$ cat src/rtl/apb_master_bridge.sv
// Purpose : valid/ready command -> APB3 SETUP/ACCESS requester with wait-state timeout and optional delayed read capture.
// Latency : accept@T, SETUP T+1, ACCESS T+2, rsp_valid T+3 (writes, or RD_SAMPLE_DLY=0) / T+4 (reads with RD_SAMPLE_DLY=1), plus wait states.
// Backpr. : one transaction in flight; cmd_ready_o only in IDLE; the response is held until rsp_ready_i.
//
// Ports
//   pclk_i, preset_n_i        clock, asynchronous active-low reset
//   cmd_*                     command channel in (valid/ready, write, addr, wdata)
//   rsp_*                     response channel out (valid/ready, rdata, err, tmo)
//   psel_o .. pwdata_o        APB requester outputs
//   pready_i, prdata_i,       APB completer inputs; tie pslverr_i low on slaves
//   pslverr_i                 that have no error output
module apb_master_bridge #(
    parameter int DATA_WIDTH     = 32,
    parameter int ADDR_WIDTH     = 32,
    parameter int TIMEOUT_CYCLES = 16,
    parameter int RD_SAMPLE_DLY  = 1
) (
    input  logic                  pclk_i,
    input  logic                  preset_n_i,
    input  logic                  cmd_valid_i,
    output logic                  cmd_ready_o,
    input  logic                  cmd_write_i,
    input  logic [ADDR_WIDTH-1:0] cmd_addr_i,
    input  logic [DATA_WIDTH-1:0] cmd_wdata_i,
    output logic                  rsp_valid_o,
    input  logic                  rsp_ready_i,
    output logic [DATA_WIDTH-1:0] rsp_rdata_o,
    output logic                  rsp_err_o,
    output logic                  rsp_tmo_o,
    output logic                  psel_o,
    output logic                  penable_o,
    output logic                  pwrite_o,
    output logic [ADDR_WIDTH-1:0] paddr_o,
    output logic [DATA_WIDTH-1:0] pwdata_o,
    input  logic                  pready_i,
    input  logic [DATA_WIDTH-1:0] prdata_i,
    input  logic                  pslverr_i
);

    localparam int              CW       = (TIMEOUT_CYCLES > 0) ? $clog2(TIMEOUT_CYCLES + 1) : 1;
    localparam logic [CW-1:0]   TMO_LAST = CW'(TIMEOUT_CYCLES - 1);
    localparam bit              TMO_EN   = (TIMEOUT_CYCLES != 0);
    localparam bit              RD_DLY   = (RD_SAMPLE_DLY != 0);

    typedef enum logic [2:0] {
        S_IDLE,
        S_SETUP,
        S_ACCESS,
        S_CAPT,
        S_RESP
    } state_t;

    state_t                r_state;
    logic [CW-1:0]         r_cnt;
    logic                  r_psel;
    logic                  r_penable;
    logic                  r_pwrite;
    logic [ADDR_WIDTH-1:0] r_paddr;
    logic [DATA_WIDTH-1:0] r_pwdata;
    logic                  r_rsp_valid;
    logic [DATA_WIDTH-1:0] r_rdata;
    logic                  r_err;
    logic                  r_tmo;

    // Gated with reset so the ready is low while reset is held, even though
    // the FSM already sits in IDLE.
    assign cmd_ready_o = (r_state == S_IDLE) && preset_n_i;

    assign rsp_valid_o = r_rsp_valid;
    assign rsp_rdata_o = r_rdata;
    assign rsp_err_o   = r_err;
    assign rsp_tmo_o   = r_tmo;
    assign psel_o      = r_psel;
    assign penable_o   = r_penable;
    assign pwrite_o    = r_pwrite;
    assign paddr_o     = r_paddr;
    assign pwdata_o    = r_pwdata;

    always_ff @(posedge pclk_i or negedge preset_n_i) begin
        if (!preset_n_i) begin
            r_state     <= S_IDLE;
            r_cnt       <= '0;
            r_psel      <= 1'b0;
            r_penable   <= 1'b0;
            r_pwrite    <= 1'b0;
            r_paddr     <= '0;
            r_pwdata    <= '0;
            r_rsp_valid <= 1'b0;
            r_rdata     <= '0;
            r_err       <= 1'b0;
            r_tmo       <= 1'b0;
        end else begin
            case (r_state)
                S_IDLE: begin
                    if (cmd_valid_i) begin
                        r_pwrite <= cmd_write_i;
                        r_paddr  <= cmd_addr_i;
                        r_pwdata <= cmd_wdata_i;
                        r_psel   <= 1'b1;
                        // Fresh timeout budget for every transaction.
                        r_cnt    <= '0;
                        r_rdata  <= '0;
                        r_err    <= 1'b0;
                        r_tmo    <= 1'b0;
                        r_state  <= S_SETUP;
                    end
                end
                S_SETUP: begin
                    r_penable <= 1'b1;
                    r_state   <= S_ACCESS;
                end
                S_ACCESS: begin
                    if (pready_i) begin
                        r_psel    <= 1'b0;
                        r_penable <= 1'b0;
                        r_err     <= pslverr_i;
                        if (!r_pwrite && RD_DLY) begin
                            // Registered-read slaves: data shows up one cycle later.
                            r_state <= S_CAPT;
                        end else begin
                            r_rdata     <= (!r_pwrite && !pslverr_i) ? prdata_i : '0;
                            r_rsp_valid <= 1'b1;
                            r_state     <= S_RESP;
                        end
                    end else if (TMO_EN && (r_cnt == TMO_LAST)) begin
                        r_psel      <= 1'b0;
                        r_penable   <= 1'b0;
                        r_err       <= 1'b1;
                        r_tmo       <= 1'b1;
                        r_rdata     <= '0;
                        r_rsp_valid <= 1'b1;
                        r_state     <= S_RESP;
                    end else if (r_cnt != '1) begin
                        r_cnt <= r_cnt + 1'b1;
                    end
                end
                S_CAPT: begin
                    // A slave error suppresses whatever data the slave drove.
                    r_rdata     <= r_err ? '0 : prdata_i;
                    r_rsp_valid <= 1'b1;
                    r_state     <= S_RESP;
                end
                S_RESP: begin
                    if (rsp_ready_i) begin
                        r_rsp_valid <= 1'b0;
                        r_cnt       <= '0;
                        r_state     <= S_IDLE;
                    end
                end
                default: begin
                    r_state <= S_IDLE;
                end
            endcase
        end
    end

endmodule
$ cat config.mk
export PLATFORM = sky130hd
export DESIGN_NAME = apb_master_bridge
export DESIGN_NICKNAME = d
export VERILOG_FILES = /design/src/rtl/apb_master_bridge.sv
export SDC_FILE = /design/constraint.sdc
export NUM_CORES = 1
export LEC_CHECK = 0
export BUFFER_PORTS_ARGS = -buffer_cell sky130_fd_sc_hd__buf_2
export CAP_MARGIN = 20
export CORE_MARGIN = 1
export CORE_UTILIZATION = 42
export DETAILED_ROUTE_END_ITERATION = 6
export PLACE_DENSITY = 0.77
export SLEW_MARGIN = 10
export SYNTH_ARGS = -nofsm -noshare
export SYNTH_HDL_FRONTEND = slang
export SYNTH_SLANG_ARGS = --single-unit
$ cat constraint.sdc
create_clock -name pclk_i -period 1.85 [get_ports pclk_i]
set_clock_uncertainty 0.05 [all_clocks]
set_input_delay 0.2775 -clock pclk_i [delete_from_list [all_inputs] [get_ports pclk_i]]
set_output_delay 0.2775 -clock pclk_i [all_outputs]
set_load 0.01 [all_outputs]
======== After elaboration in Yosys (flattened, before gate mapping) ========
Cells that the tools add are included.
W data, S select, Z words.
storage, ports and cells
  register bits after elaboration ......... 110
  input bits .............................. 103
  output and inout bits ................... 103
  logic and storage cells ................. 78
operators by class
  add/sub/neg operators ................... 1
  equal/unequal tests ..................... 14
  multiplexer cells ....................... 34
  reductions and logical operators ........ 18
operators by type and width
  kind                   number
  $mux W32               6
  $pmux W32 S3           1
  $mux W5                5
  $mux W3                5
  $pmux W3 S5            1
  $pmux W5 S3            1
  $ne A2 B2 Y1 const B   6
  $reduce_and A4 Y1      3
  $mux W1                10
  $reduce_bool A3 Y1     3
  $pmux W1 S2            4
  $eq A3 B2 Y1 const B   2
  $ne A3 B3 Y1 const B   2
  $reduce_and A3 Y1      2
  $reduce_and A6 Y1      1
  $add A5 B1 Y5 const B  1
  $eq A5 B4 Y1 const B   1
  $ne A5 B5 Y1 const B   1
  $reduce_and A2 Y1      2
  $reduce_bool A2 Y1     2
  $eq A3 B1 Y1 const B   1
  $eq A3 B3 Y1 const B   1
  $logic_not A3 Y1       1
  $pmux W1 S3            1
  2 further kinds        4

======== Depth between registers and ports, before layout ========
Gate-level depths: netlist of the first run.
  word-level depth ........................ 6
  mapped depth ............................ 8
  depth with buffers taken out ............ 7

======== Worst setup path after synthesis of the first run ========
OpenSTA, ideal clock, no wires.
  path kind ............................... register -> register
  from .................................... register r_cnt[0]
  to ...................................... register r_rdata[0], in the netlist rsp_rdata_o[0]
  setup time .............................. 0.065 ns
  arrival time ............................ 1.852 ns
  data required time ...................... 1.735 ns
  slack ................................... -0.117 ns
  stages on the path, launching flop included .. 9
  buffers on the path ..................... 1
  clock period less this slack ............ 1.967 ns
  cell sequence ........................... dfrtp_1 ha_1 and3_1 ha_1 nor2b_1 a2111o_1 nand3_4 buf_8 a22o_1
on the way
  cells in the longest elaborated chain, start to end .. 3
ends and longest elaborated chain
  what                         RTL line  text
  start: declaration           54        logic [CW-1:0] r_cnt;
  start signal: assignment     134       r_cnt <= r_cnt + 1'b1;
  $eq A5 B4 Y1                 125       end else if (TMO_EN && (r_cnt == TMO_LAST)) begin
  $ne A3 B3 Y1 (no line)       --
  $reduce_and A4 Y1 (no line)  --
  end signal: assignment       121       r_rdata <= (!r_pwrite && !pslverr_i) ? prdata_i : '0;
  end signal: assignment       139       r_rdata <= r_err ? '0 : prdata_i;
  end: declaration             61        logic [DATA_WIDTH-1:0] r_rdata;
Every way passes these cells.
A chain may end at the register's enable or synchronous reset.

======== Worst setup path in the final report of the first run ========
  from .................................... register r_cnt[1]
  to ...................................... register r_rdata[30], in the netlist rsp_rdata_o[30]
Same word-level chain as after synthesis.

==> impl_metrics.csv, run 1 <==
group,metric,value,unit
outcome,run_status,"finished with violations",
outcome,violations_in_the_final_reports,"setup timing",
pwr,p_sw_frac,0.363,
die,pin_count,206,
cts,clock-sinks,110,
logic_synthesis,post_synth_num_cell_types,36,
setup_path,crit-reg2reg-capture,"rsp_rdata_o[30]",
routing,drt_drc_violations_left,0,
logic_synthesis,postSynthCellCount,287,
routing,firstDrtPassIters,4,
setup_path,reg2reg_slack,-0.17,ns
place,place.port_buffers,205,
die,core_area,9860,µm²
setup_path,cp-start-kind,"register",
routing,ant_nets,0,
routing,num_vias,3223,
sta,rsz0062_at_grt,"true",
worst_hold_path,hold_path_depth,2,
place,preCtsSetupSlack,-0.260,ns
pwr,irDropWorstVdd,0.776,mV
pwr,switching_power,0.00357,W
logic_synthesis,ys_dominant_reg_cell,"dfrtp_1",
cts,worst_setup_hold_path_clk_slew,0.10,ns
die,chipHeight,103,µm
pwr,p_leak,2.99,nW
grt,grt_pass1_wl,14900,µm
layout,synthToLayoutAreaGrowth,35.8,%
die,die_area,10700,µm²
grt,grt_usage,0.185,
logic_synthesis,synth-seq-area-share,0.640,
pwr,sequentialPowerShare,0.410,
sta,final.setup.tns,-5.45,ns
worst_hold_path,min_path_type,"primary input to register",
pwr,pwr-share-clk,0.149,
layout,final_layout_size_suffix_gt1_frac,0.559,
setup_path,reg2reg_depth,7,
worst_hold_path,hold-path-endpoint,"paddr_o[28]",
sta,max_slew_margin,0.402,
cts,cts_max_path_buffers,2,
layout,nFillCells,801,
routing,detail_route.wirelength,9840,µm
setup_path,critPathArrivalTime,2.27,ns
logic_synthesis,ys_ff_latch,110,
cts,clk_root_buffer_cell,"clkbuf_8",
setup_path,timing.critical_path.slowest_cell_delay,0.48,ns
sta,period_needed,2.02,ns
setup_path,worst-setup-path-type,"register to register",
cts,tritoncts.num_buffers,9,
setup_path,worst_path_dominant_cell_family,"compound AO/OA/AOI/OAI gates",
cts,insertion_delay,0.36,ns
routing,avgViaCountPerCell,5.01,
place,hpwl,6780,µm
cts,cts_tree,"built",
flow_run,max-cap-violations,0,
setup_path,max_fo_critical_path,8,
setup_path,cp_num_buf_inv,0,
grt,grt_overflow_total,0,
sta,timing_max_transition_violations_final,0,
setup_path,critPathCaptureType,"register",
die,std_cell_rows,36,
setup_path,critPathRequiredTime,2.10,ns
setup_path,critical_path.reg2reg.startpoint,"r_cnt[1]",
setup_path,crit_slowest_cell,"a2111o_2",
pwr,power.density,1680,nW/µm²
sta,timing.fmax,495,MHz
layout,diodes,0,
pwr,power_report.internal_total,0.00627,W
routing,drt_first_iter_violations,76,
sta,finalSetupViolCount,38,
grt,antenna_found_initial,0,
die,floorplan.die.width,103,µm
routing,wl_per_cell,15.3,µm
setup_path,critical_path.cell_chain,"ha_2, and3_4, ha_4, nor2b_4, a2111o_2, nand3_4, a22o_1",
logic_synthesis,synth-async-reset-ratio,1.00,
logic_synthesis,syn_area_per_cell,15.0,µm²
pwr,combPwrFrac,0.440,
sta,finalCritPeriodShare,1.09,
worst_hold_path,hold_path_startpoint,"cmd_addr_i[28]",
logic_synthesis,mappedNetlistNets,393,
layout,net_count_reported_at_finish,612,
sta,post-route-worst-setup-slack,-0.170,ns
cts,h_tree_depth,3,
grt,largest_net_degree_at_the_start_of_global_routing,111,
logic_synthesis,synth_edf_count,0,
place,gp_congestion,0.792,
logic_synthesis,ys.warnings.count,0,
sta,worst_slew_pin_slew,0.891,ns
sta,finalHoldViolations,0,
die,initial_utilization,0.436,
grt,first_global_vias,3209,
logic_synthesis,syn-cell-area,4300,µm²
-- Yosys cell counts (2+ instances only) --
master	number	area, µm²
o21ai_1	3	15.0
nor2b_1	2	12.5
buf_8	3	45.0
nand3_1	2	10.0
nor3_2	3	30.0
and3_1	2	12.5
mux2_2	30	338
a31oi_1	2	12.5
ha_1	3	37.5
nand2_1	8	30.0
nand2b_1	3	18.8
dfrtp_1	110	2750
buf_2	7	35.0
a22o_1	32	280
o21ai_0	2	10.0
mux2i_1	2	20.0
inv_1	5	18.8
buf_4	4	30.0
a21oi_1	9	45.0
mux2_1	35	394
nor2_1	4	15.0
and2_1	2	12.5
-- placed cells by master, fill, tap and decap left out, drive strengths merged, types with 2 or more instances in the layout --
cell    Yosys  final
buf        15    220
dfrtp     110    110
mux2       65     65
a22o       32     32
clkbuf      1     12
a21oi       9      9
nand2       8      8
inv         7      7
nand3       3      6
o21ai       5      5
nor2        4      4
nand2b      3      3
nor3        3      3
ha          3      3
mux2i       2      2
a31oi       2      2
and3        2      2
nor2b       2      2
and2        2      2
clkinv      0      2
-- per-layer routing --
layer	GRT usage	part of all wire
met1	0.227	0.42
met2	0.319	0.51
met3	0.0296	0.050
met4	0.0943	0.020
met5	0	0
-- repair_timing --
action	CTS	global route
endpoints found under the hold margin	110	0
hold buffers	1	0
resized for setup	11	2
cloned	3	0
pin swaps	19	17
endpoints found under the setup margin	39	41
setup buffers	2	0
-- flip-flops by register name, indices dropped and copies added (netlist names) --
register	count
r_cnt	5
rsp_valid_o	1
rsp_rdata_o	32
pwdata_o	32
pwrite_o	1
rsp_err_o	1
psel_o	1
paddr_o	32
r_state	3
rsp_tmo_o	1
penable_o	1
-- power groups by stage --
stage / clock network, W / logic (W) / registers (W)
5_1_grt: 0.00160 / 0.00474 / 0.00419
4_1_cts: 0.00152 / 0.00438 / 0.00404
6_report: 0.00147 / 0.00433 / 0.00404
3_5_place_dp: 0 / 0.00415 / 0.00409
2_1_floorplan: 0 / 0.00207 / 0.00457
3_3_place_gp: 0 / 0.00402 / 0.00403
-- cells by family after synthesis --
| group | share of synthesized area |
|---|---|
| AND/OR/NAND/NOR | 0.0442 |
| adder cells (fa/ha/maj) | 0.00872 |
| buffers and inverters | 0.0358 |
| multiplexers | 0.175 |
| flip-flops | 0.640 |
| AO/OA/AOI/OAI | 0.0971 |
-- area by class of cell --
type                            count  area [µm²]  share of cell area
Clock inverter                      3        43.8             0.00749
Sequential cell                   110        2750               0.471
Clock buffer                       12         155              0.0265
Multi-Input combinational cell    157        1520               0.260
Inverter                            7        28.8             0.00492
Timing Repair Buffer              221        1180               0.202
Tap cell                          133         166              0.0285
-- worst max-delay path by stage --
stage	startpoint	end	slack (ns)	cells after the start
final	r_cnt[1]	rsp_rdata_o[30]	-0.17	7
after global placement	r_cnt[1]	rsp_rdata_o[28]	-0.17	7
after detailed placement	r_cnt[1]	rsp_rdata_o[1]	-0.26	7
after global routing	r_cnt[1]	r_cnt[4]	-0.24	9
after floorplan	r_cnt[1]	rsp_rdata_o[0]	-0.08	8
after CTS	r_cnt[1]	rsp_rdata_o[30]	-0.17	7
-- through the flow --
stage	hold slack, ns	total power (W)	std cells	cell area (µm²)	util
2_1_floorplan	-0.0681	0.00664	287	4330	-
3_3_place_gp	0.370	0.00804	622	5530	0.561
3_5_place_dp	0.381	0.00824	622	5530	0.561
4_1_cts	0.0561	0.00994	643	5840	0.592
5_1_grt	0.0559	0.0105	643	5850	0.593
6_report	0.0721	0.00984	643	5850	0.593
No activity file was read; power rests on OpenSTA's default activity.
==> run 2: changes to the inputs <==
--- a/config.mk
+++ b/config.mk
@@ -7,2 +7,3 @@
 export LEC_CHECK = 0
+export ABC_AREA = 1
 export BUFFER_PORTS_ARGS = -buffer_cell sky130_fd_sc_hd__buf_2
@@ -10,3 +11,3 @@
 export CORE_MARGIN = 1
-export CORE_UTILIZATION = 42
+export CORE_UTILIZATION = 43
 export DETAILED_ROUTE_END_ITERATION = 6
==> constraint.sdc (replaced) <==
create_clock -name pclk_i -period 1.85 [get_ports pclk_i]
set_clock_uncertainty 0.05 [all_clocks]
set_input_delay 0.0925 -clock pclk_i [delete_from_list [all_inputs] [get_ports pclk_i]]
set_output_delay 0.0925 -clock pclk_i [all_outputs]
set_load 0.01 [all_outputs]
==> run 2 against run 1 <==
Against the previous run: non-clock buffer count is 93 higher; the run now ends clean; sequential power shrank 2%; largest power group unchanged; critical path depth up 2; flip-flop and latch count is the same; combinational power up 2%; via count is 52% higher; register-to-register slack better by 0.27 ns; critical endpoint is now rsp_rdata_o[7].
==> impl_metrics.csv, run 2 <==
group,metric,value,unit
routing,wl_met2,7040,µm
grt,antenna_found_initial,0,
die,core_area,10400,µm²
sta,finalHoldViolations,0,
pwr,power.density,1390,nW/µm²
place,place.port_buffers,205,
die,floorplan.die.width,106,µm
place,preCtsSetupSlack,-0.0788,ns
logic_synthesis,synth-async-reset-ratio,1.00,
routing,wirelength_met1,5760,µm
layout,synthToLayoutAreaGrowth,50.3,%
sta,final.setup.tns,0,ns
logic_synthesis,yosys-mux-area-fraction,0,
setup_path,critPathArrivalTime,1.96,ns
sta,timing_max_transition_violations_final,0,
logic_synthesis,synth_simple_gate_area_frac,0.324,
sta,finalSetupViolCount,0,
grt,grt_pass1_wl,23000,µm
setup_path,critical_path.cell_chain,"ha_1, nand2_1, nor2_2, ha_2, nor2_4, nand2_4, nand3_4, nand2_1, nand2_1",
die,initial_utilization,0.448,
cts,clk_root_buffer_cell,"clkbuf_8",
layout,final_layout_size_suffix_gt1_frac,0.299,
sta,hold-worst-slack,0.107,ns
cts,insertion_delay,0.36,ns
setup_path,worst-setup-path-type,"register to register",
die,chipHeight,106,µm
layout,final_design_area_no_fill,7010,µm²
sta,max_slew_margin,0.568,
routing,wl_met3,1170,µm
grt,first_global_vias,4921,
layout,multi_input_area,1700,µm²
sta,worst_slew_pin_slew,0.648,ns
logic_synthesis,synth.area.top_cells,"dfrtp_1 (59%), nand2_1 (18%), nand3_1 (12%)",
routing,ant_nets,0,
setup_path,cp_num_buf_inv,0,
sta,period_needed,1.75,ns
pwr,p_leak,3.98,nW
sta,post-route-worst-setup-slack,0.0960,ns
logic_synthesis,synth_fa_ha_area_frac,0.00805,
logic_synthesis,largest_family_of_logic_cells_by_synthesized_area,"simple AND/OR/NAND/NOR gates",
routing,drt_first_iter_violations,417,
layout,seq_area,2750,µm²
die,std_cell_rows,37,
cts,cts_max_path_buffers,2,
flow_run,max-cap-violations,0,
routing,top_layer_used,"met4",
logic_synthesis,synth.largest_area_cell,"dfrtp_1",
logic_synthesis,synth_edf_count,0,
logic_synthesis,postSynthCellCount,532,
routing,num_vias,4895,
place,gp_congestion,0.838,
setup_path,cp-start-kind,"register",
setup_path,timing.critical_path.slowest_cell_delay,0.42,ns
logic_synthesis,syn-cell-area,4660,µm²
grt,grt_overflow_total,0,
setup_path,crit_path_frequent_cell,"nand2_1",
layout,nFillCells,753,
grt,largest_net_degree_at_the_start_of_global_routing,68,
layout,diodes,0,
cts,worst_setup_hold_path_clk_slew,0.10,ns
routing,avgViaCountPerCell,5.05,
logic_synthesis,synth_common_cells,"nand2_1 (218), dfrtp_1 (110), nand3_1 (110)",
routing,wl_per_cell,14.8,µm
setup_path,critPathCaptureType,"register",
die,die_area,11300,µm²
logic_synthesis,ys_ff_latch,110,
logic_synthesis,synthMostInstantiatedCell,"nand2_1",
routing,firstDrtPassIters,5,
sta,finalCritPeriodShare,0.948,
logic_synthesis,synthDominantCellAreaShare,0.590,
layout,highest_count_cells_in_the_layout_ignoring_fill_and_taps,"nand2_1 (218), buf_2 (204), dfrtp_1 (110)",
logic_synthesis,synth_compound_gate_area_share,0.0156,
logic_synthesis,mappedNetlistNets,638,
cts,clock-sinks,110,
die,pin_count,206,
sta,timing.fmax,570,MHz
setup_path,crit_slowest_cell,"dfrtp_1",
setup_path,critPathRequiredTime,2.05,ns
logic_synthesis,ys.warnings.count,0,
routing,drt_drc_violations_left,0,
worst_hold_path,min_path_type,"primary input to asynchronous set/reset pin",
logic_synthesis,syn_area_per_cell,8.77,µm²
logic_synthesis,ys_dominant_reg_cell,"dfrtp_1",
cts,tritoncts.num_buffers,9,
outcome,run_status,"finished clean",
setup_path,max_fo_critical_path,8,
layout,net_count_reported_at_finish,935,
grt,grt_usage,0.257,
logic_synthesis,post_synth_num_cell_types,20,
logic_synthesis,synth-seq-area-share,0.590,
cts,h_tree_depth,3,
place,dpl_cell_area,5730,µm²
place,hpwl,7930,µm
layout,mostFrequentLayoutCell,"nand2_1",
pwr,irDropWorstVdd,0.779,mV
routing,detail_route.wirelength,14300,µm
cts,cts_tree,"built",
logic_synthesis,synth_xor_area_frac,0,
setup_path,worst_path_dominant_cell_family,"simple AND/OR/NAND/NOR gates",
run 2: cell families (layout without fill, tap and decap cells):
family,after synthesis,after routing
AND/OR/NAND/NOR,353,356
flip-flops,110,110
buffers and inverters,52,351
AO/OA/AOI/OAI,14,14
adder cells (fa/ha/maj),3,3
run 2: area by class of cell:
type | count | area share
inverters | 21 | 0.0112
clock buffers | 10 | 0.0196
clock inverters | 6 | 0.00625
well taps | 136 | 0.0243
flip-flops and latches | 110 | 0.393
repair buffers | 314 | 0.303
multi-input cells | 373 | 0.242
run 2: timing repair:
action                     4_1_cts  5_1_grt
gates cloned                     1        2
hold endpoints to repair       209        0
buffers inserted                 0        2
gates resized for setup          3        8
setup endpoints to repair       32       42
hold buffers                   100        0
pin swaps                        2        0
run 2: report_power, final:
part	switching (W)	internal, W	total [W]	leakage, nW
clock	0.000827	0.000536	0.00136	0.0930
sequential	0.000583	0.00338	0.00396	1.41
combinational	0.00280	0.00163	0.00443	2.48
total	0.00421	0.00554	0.00976	3.98
run 2: through the flow:
step                 util  total power (W)  cells
floorplan               -          0.00650    532
global placement    0.550          0.00778    849
detailed placement  0.550          0.00792    849
CTS                 0.665          0.00952    966
global route        0.673           0.0105    970
finish              0.673          0.00976    970
run 2: final timing paths:
kind,start,to,depth (start not counted),slack (ns)
setup / recovery,r_cnt[0],rsp_rdata_o[7],9,0.1
hold / removal,preset_n_i,r_state[2],2,0.11
setup reg to reg,r_cnt[0],rsp_rdata_o[7],9,0.1
hold reg to reg,psel_o,psel_o,2,0.42
max in group asynchronous,preset_n_i,paddr_o[7],3,0.91
min in group pclk_i,pready_i,penable_o,4,0.11
run 2: per-layer routing:
| metal | vias to the layer above | track usage |
|---|---|---|
| met5 | - | 0 |
| met4 | 0 | 0.114 |
| met3 | 37 | 0.0681 |
| met2 | 246 | 0.423 |
| met1 | 2315 | 0.318 |
| li1 | 2297 | - |
run 2: worst register-to-register path, cell delays in order, from the launching register on:
cell and delay [ns]:
dfrtp_1 0.42, ha_1 0.19, nand2_1 0.08, nor2_2 0.11
ha_2 0.24, nor2_4 0.06, nand2_4 0.15, nand3_4 0.18
nand2_1 0.12, nand2_1 0.07
